### config.mk
export PLATFORM = sky130hd
export DESIGN_NAME = pmod_panel_ctrl
export DESIGN_NICKNAME = d
export VERILOG_FILES = /design/src/rtl/pmod_panel_ctrl.sv
export SDC_FILE = /design/constraint.sdc
export NUM_CORES = 1
export LEC_CHECK = 0
export BUFFER_PORTS_ARGS = -buffer_cell sky130_fd_sc_hd__buf_2
export CELL_PAD_IN_SITES_DETAIL_PLACEMENT = 0
export CELL_PAD_IN_SITES_GLOBAL_PLACEMENT = 1
export CORE_MARGIN = 1
export CORE_UTILIZATION = 45
export CTS_CLUSTER_DIAMETER = 80
export DETAILED_ROUTE_END_ITERATION = 8
export PLACE_DENSITY = 0.83
export RECOVER_POWER = 25
export SYNTH_ARGS = -nofsm -noshare
export SYNTH_HDL_FRONTEND = slang
export SYNTH_SLANG_ARGS = --single-unit
export TNS_END_PERCENT = 20
### constraint.sdc
create_clock -name i_clk -period 2.9 [get_ports i_clk]
set_input_delay 0.145 -clock i_clk [delete_from_list [all_inputs] [get_ports i_clk]]
set_output_delay 0.145 -clock i_clk [all_outputs]
set_load 0.1 [all_outputs]
### src/rtl/pmod_panel_ctrl.sv
// PMOD front-panel controller: debounced buttons drive a BCD up/down counter
// with auto-count, shown on a scanned seven-segment display and an LED bank.
module pmod_panel_ctrl #(
    parameter int unsigned N_DIGIT   = 2,
    parameter int unsigned LED_N     = 8,
    parameter int unsigned DEB_CYC   = 1_000_000,
    parameter int unsigned SCAN_CYC  = 50_000,
    parameter int unsigned AUTO_CYC  = 25_000_000,
    parameter int unsigned STEP_CYC  = 5_000_000,
    parameter int unsigned BLINK_CYC = 12_500_000
) (
    input  logic               i_clk,
    input  logic               i_rst,
    input  logic [3:0]         i_button,
    input  logic [3:0]         i_switch,
    output logic [LED_N-1:0]   o_led,
    output logic [6:0]         o_nixieTube,
    output logic [N_DIGIT-1:0] o_sel
);
    localparam int unsigned DEB_W   = $clog2(DEB_CYC + 1);
    localparam int unsigned SCAN_W  = $clog2(SCAN_CYC + 1);
    localparam int unsigned AUTO_W  = $clog2(AUTO_CYC + 1);
    localparam int unsigned STEP_W  = $clog2(STEP_CYC + 1);
    localparam int unsigned BLINK_W = $clog2(BLINK_CYC + 1);
    localparam int unsigned IDX_W   = (N_DIGIT > 1) ? $clog2(N_DIGIT) : 1;
    localparam int unsigned POS_W   = (LED_N > 1) ? $clog2(LED_N) : 1;
    localparam int unsigned PACK_W  = (LED_N > 4 * N_DIGIT) ? LED_N : 4 * N_DIGIT;

    logic [3:0]              btn_s1, btn_s2, sw_s1, sw_s2;
    logic [3:0]              deb_state, press;
    logic [3:0][DEB_W-1:0]   deb_cnt;
    logic [N_DIGIT-1:0][3:0] digit, digit_inc, digit_dec;
    logic                    auto_on, auto_tick, up, down;
    logic [AUTO_W-1:0]       auto_cnt;
    logic [SCAN_W-1:0]       scan_cnt;
    logic [IDX_W-1:0]        scan_idx;
    logic [STEP_W-1:0]       step_cnt;
    logic [POS_W-1:0]        led_pos;
    logic [BLINK_W-1:0]      blink_cnt;
    logic                    blink_on;
    logic [PACK_W-1:0]       bcd_ext;
    logic [LED_N-1:0]        pattern;
    logic                    carry, borrow;

    function automatic logic [6:0] seg7(input logic [3:0] d);
        case (d)
            4'd0: seg7 = 7'h3F;
            4'd1: seg7 = 7'h06;
            4'd2: seg7 = 7'h5B;
            4'd3: seg7 = 7'h4F;
            4'd4: seg7 = 7'h66;
            4'd5: seg7 = 7'h6D;
            4'd6: seg7 = 7'h7D;
            4'd7: seg7 = 7'h07;
            4'd8: seg7 = 7'h7F;
            4'd9: seg7 = 7'h6F;
            default: seg7 = 7'h00;
        endcase
    endfunction

    always_ff @(posedge i_clk or negedge i_rst) begin
        if (!i_rst) begin
            btn_s1 <= '1;
            btn_s2 <= '1;
            sw_s1  <= '0;
            sw_s2  <= '0;
        end else begin
            btn_s1 <= i_button;
            btn_s2 <= btn_s1;
            sw_s1  <= i_switch;
            sw_s2  <= sw_s1;
        end
    end

    // deb_state is 1 when pressed; a pulse fires only on the release->press flip
    always_ff @(posedge i_clk or negedge i_rst) begin
        if (!i_rst) begin
            deb_state <= '0;
            deb_cnt   <= '0;
            press     <= '0;
        end else begin
            press <= '0;
            for (int unsigned i = 0; i < 4; i++) begin
                if (!btn_s2[i] == deb_state[i]) begin
                    deb_cnt[i] <= '0;
                end else if (deb_cnt[i] == DEB_W'(DEB_CYC - 1)) begin
                    deb_cnt[i]   <= '0;
                    deb_state[i] <= !btn_s2[i];
                    press[i]     <= !btn_s2[i];
                end else begin
                    deb_cnt[i] <= deb_cnt[i] + 1'b1;
                end
            end
        end
    end

    always_comb begin
        digit_inc = digit;
        digit_dec = digit;
        carry     = 1'b1;
        borrow    = 1'b1;
        for (int unsigned i = 0; i < N_DIGIT; i++) begin
            if (carry) begin
                if (digit[i] == 4'd9) begin
                    digit_inc[i] = '0;
                end else begin
                    digit_inc[i] = digit[i] + 4'd1;
                    carry        = 1'b0;
                end
            end
            if (borrow) begin
                if (digit[i] == 4'd0) begin
                    digit_dec[i] = 4'd9;
                end else begin
                    digit_dec[i] = digit[i] - 4'd1;
                    borrow       = 1'b0;
                end
            end
        end
    end

    assign auto_tick = auto_on && (auto_cnt == AUTO_W'(AUTO_CYC - 1));
    assign up        = press[0] || auto_tick;
    assign down      = press[1];

    always_ff @(posedge i_clk or negedge i_rst) begin
        if (!i_rst) begin
            digit    <= '0;
            auto_on  <= 1'b0;
            auto_cnt <= '0;
        end else begin
            if (press[3])
                digit <= '0;
            else if (up && !down)
                digit <= digit_inc;
            else if (down && !up)
                digit <= digit_dec;

            if (press[2])
                auto_on <= !auto_on;

            if (!auto_on || press[3] || auto_tick)
                auto_cnt <= '0;
            else
                auto_cnt <= auto_cnt + 1'b1;
        end
    end

    // o_sel and segments are both registered from the same index, so they switch together
    always_ff @(posedge i_clk or negedge i_rst) begin
        if (!i_rst) begin
            scan_cnt    <= '0;
            scan_idx    <= '0;
            o_sel       <= N_DIGIT'(1);
            o_nixieTube <= '0;
        end else begin
            if (scan_cnt == SCAN_W'(SCAN_CYC - 1)) begin
                scan_cnt <= '0;
                scan_idx <= (scan_idx == IDX_W'(N_DIGIT - 1)) ? '0 : scan_idx + 1'b1;
            end else begin
                scan_cnt <= scan_cnt + 1'b1;
            end
            o_sel       <= N_DIGIT'(1) << scan_idx;
            o_nixieTube <= seg7(digit[scan_idx]);
        end
    end

    always_ff @(posedge i_clk or negedge i_rst) begin
        if (!i_rst) begin
            step_cnt  <= '0;
            led_pos   <= '0;
            blink_cnt <= '0;
            blink_on  <= 1'b1;
        end else begin
            if (step_cnt == STEP_W'(STEP_CYC - 1)) begin
                step_cnt <= '0;
                led_pos  <= (led_pos == POS_W'(LED_N - 1)) ? '0 : led_pos + 1'b1;
            end else begin
                step_cnt <= step_cnt + 1'b1;
            end
            if (blink_cnt == BLINK_W'(BLINK_CYC - 1)) begin
                blink_cnt <= '0;
                blink_on  <= !blink_on;
            end else begin
                blink_cnt <= blink_cnt + 1'b1;
            end
        end
    end

    always_comb begin
        bcd_ext                = '0;
        bcd_ext[4*N_DIGIT-1:0] = digit;
        case (sw_s2[1:0])
            2'd0:    pattern = '0;
            2'd1:    pattern = '1;
            2'd2:    pattern = LED_N'(1) << led_pos;
            default: pattern = bcd_ext[LED_N-1:0];
        endcase
        if (sw_s2[2])
            pattern = ~pattern;
        if (sw_s2[3] && !blink_on)
            pattern = '0;
    end

    always_ff @(posedge i_clk or negedge i_rst) begin
        if (!i_rst)
            o_led <= '0;
        else
            o_led <= pattern;
    end

endmodule

==> results.toml <==
[cts]
tritoncts = "yes"
cts.sinks = 223
ctsHtreeMaxLevel = 1
cts_resized = 0
cts_root_buffer = "clkbuf_16"
cts_made_buffers = 25
clk_pin_slew_ns = 0.06
cts_buffer_depth = 3
insertion_delay_ns = 0.51

[sta]
slew_headroom = -0.0246
finalMaxSlewViolations = 63
setup_violations = 0
skew_ns = 0.00890
hold_violations = 0
finalCriticalPeriod_ns = 2.40
fmax_ghz = 0.416
setup_tns_ns = 0
finalCritPeriodShare = 0.828
tightest_slew_ns = 1.54
rsz0062_at_grt = "no"

[floorplanning]
ios = 27
num_rows = 55
die_height_um = 155
dieArea_um2 = 24100
start_util = 0.463
coreArea_um2 = 22800
dieWidth_um = 155

[grt]
grt_pass1_vias = 7056
antenna_found_initial = 0
grt.overflow.total = 0
grt_pass1_wl_um = 33000
grt_max_degree = 63
grt_usage = 0.162

[power_and_ir_drop]
seqPwrFrac = 0.486
ir_worst_vdd_mv = 0.461
intPower_mw = 5.14
p_clk_frac = 0.480
leakage_nw = 5.19
p_sw_frac = 0.215
power_switching_mw = 1.40
pwr-share-comb = 0.034
powerDensity_nw_per_um2 = 546
power_mw = 6.55

[synthesis]
synth_flop_cell = "dfrtp_1"
syn_area_per_cell_um2 = 10.2
synth_top_cell_by_area = "dfrtp_1"
yosysMostFrequentCell = "dfrtp_1"
synth_edf_count = 0
synth_area_um2 = 10600
syn-instance-count = 1039
yosys-top-cells-area = "dfrtp_1 50%, xor2_1 8.0%, nor2_1 6.5%, xnor2_1 5.6%, nand3_1 3.5%"
synth_top_area_share = 0.504
yosys_warnings = 0
synth.distinct_cells = 60
synth_fp_nets = 1075
synth-seq-cells = 223
ys_async_sr_fraction = 1.00
ys_top_cells_by_count = "213 x dfrtp_1, 183 x nor2_1, 96 x xor2_1, 78 x nand2_1, 73 x nand3_1"
ys_seq_area_frac = 0.529

[final_layout]
synthToLayoutAreaGrowth_pct = 13.4
drive_gt1_frac = 0.0920
nets = 1128
n_antenna_cell = 0

[detailed_routing]
routed_wl_um = 18600
ant_nets = 0
drc = 0
drt_iter0_drc = 402
route.vias.total = 7231
wire_per_inst_um = 13.1
viasPerCell = 5.09
drt-pass1-iter-count = 4

[place]
gp_congestion = 0.790
dp_hpwl_um = 12600
port-buffer-count = 26

[run]
drv_cap = 1

[status]
violations = "max-capacitance violations, max-slew violations"
status = "finished, violations left"

[worst_hold_path]
hold_path_class = "primary input to flip-flop"

[setup_path]
cp-start-kind = "flip-flop"
required_ns = 3.27
cp-end-kind = "flip-flop"
critical_path_peak_fanout = 10
crit_arrival_ns = 2.78
worstSetupPathType = "flip-flop to flip-flop"
[metal layers]
metal	global-route usage	part of all wire
met5	0	0
met2	0.262	0.45
met1	0.230	0.50
met3	0.0237	0.032
met4	0.0406	0.021
[per-stage QoR]
stage          setup WS [ns]  hold WS, ns  area [µm²]   util  std cells
2_1_floorplan          0.664       -0.151       10600      -       1039
3_3_place_gp           0.550        0.117       11100  0.486       1369
3_5_place_dp           0.513        0.112       11100  0.486       1369
4_1_cts                0.508        0.177       12000  0.526       1422
5_1_grt                0.183        0.267       12000  0.525       1422
6_report               0.499        0.273       12000  0.525       1422
[worst max-delay path, stage by stage, from the launching register on]
cell and delay (ns):
dfrtp_1 0.41, or4b_4 0.56, nor4_4 0.43, a32o_1 0.50
a211oi_1 0.13, o21ai_0 0.14, o21ai_0 0.10
[logic make-up after synthesis]
group                    count (synthesis)  synth area share
multiplexers                             5           0.00521
flip-flops                             223             0.529
adder cells (fa/ha/maj)                 26            0.0308
buffers and inverters                   49            0.0200
AND/OR/NAND/NOR                        496             0.233
XOR/XNOR                               164             0.136
AO/OA/AOI/OAI                           76            0.0459
[registers in the layout (all words and copies together) (netlist names), 7 cells and up]
| register | cells |
|---|---|
| blink_cnt | 24 |
| deb_cnt | 80 |
| auto_cnt | 25 |
| bcd_ext | 8 |
| o_nixieTube | 7 |
| scan_cnt | 16 |
| o_led | 8 |
| step_cnt | 23 |
[power by group through the flow]
stage / Sequential [mW] / Clock (mW) / Combinational (mW)
detailed placement: 3.23 / 0 / 0.225
finish: 3.18 / 3.14 / 0.223
global placement: 3.23 / 0 / 0.224
global route: 3.18 / 3.36 / 0.252
CTS: 3.18 / 3.25 / 0.235
floorplan: 3.29 / 0 / 0.0633
[what timing repair did]
item | in CTS | in global routing
endpoints found under the hold margin | 66 | 0
buffers inserted | 0 | 0
hold buffers | 9 | 0
[path summary, 6_finish.rpt]
path	slack [ns]	to	depth (start not counted)	start
worst max-delay path	0.50	bcd_ext[6]	6	auto_cnt[7]
worst min-delay path	0.27	sw_s1[1]	2	i_switch[1]
worst max register to register	0.50	bcd_ext[6]	6	auto_cnt[7]
worst min register to register	0.35	btn_s2[2]	0	btn_s1[2]
max in group asynchronous	0.69	step_cnt[9]	3	i_rst
min in group asynchronous	0.55	deb_cnt[70]	2	i_rst
[area by class of cell]
| type | count | area (µm²) |
|---|---|---|
| fill | 2106 | 10900 |
| tap | 313 | 392 |
| multi-input combinational | 767 | 4770 |
| clock buffer | 32 | 692 |
| sequential | 223 | 5590 |
| timing repair buffer | 46 | 302 |
| clock inverter | 12 | 138 |
| inverter | 29 | 109 |
[layout by cell type, fill, tap and decap left out, drive strengths merged, types with 3 or more instances in the layout]
master / synthesis / layout
buf: 9 / 34
and4: 14 / 14
ha: 26 / 26
nor2b: 10 / 10
nor4: 13 / 13
nor4b: 7 / 7
inv: 29 / 29
clkbuf: 10 / 35
nand4b: 3 / 3
a211oi: 4 / 4
a21o: 3 / 3
o22ai: 5 / 5
bufinv: 0 / 3
nand2: 78 / 78
or2: 4 / 4
mux2i: 4 / 4
clkinv: 0 / 8
nand3b: 3 / 3
dfstp: 10 / 10
nand4: 32 / 32
and3: 26 / 26
nor2: 183 / 183
xnor2: 68 / 68
or3: 9 / 9
nand3: 73 / 73
o21ai: 27 / 27
xor2: 96 / 96
or4b: 3 / 3
dfrtp: 213 / 213
nand2b: 3 / 3
or4: 4 / 4
nor3: 19 / 19
dlygate4sd3: 0 / 9
and2: 8 / 8
a21oi: 15 / 15
a31oi: 6 / 6
a22oi: 4 / 4
Power figures use the tool's default switching activity.
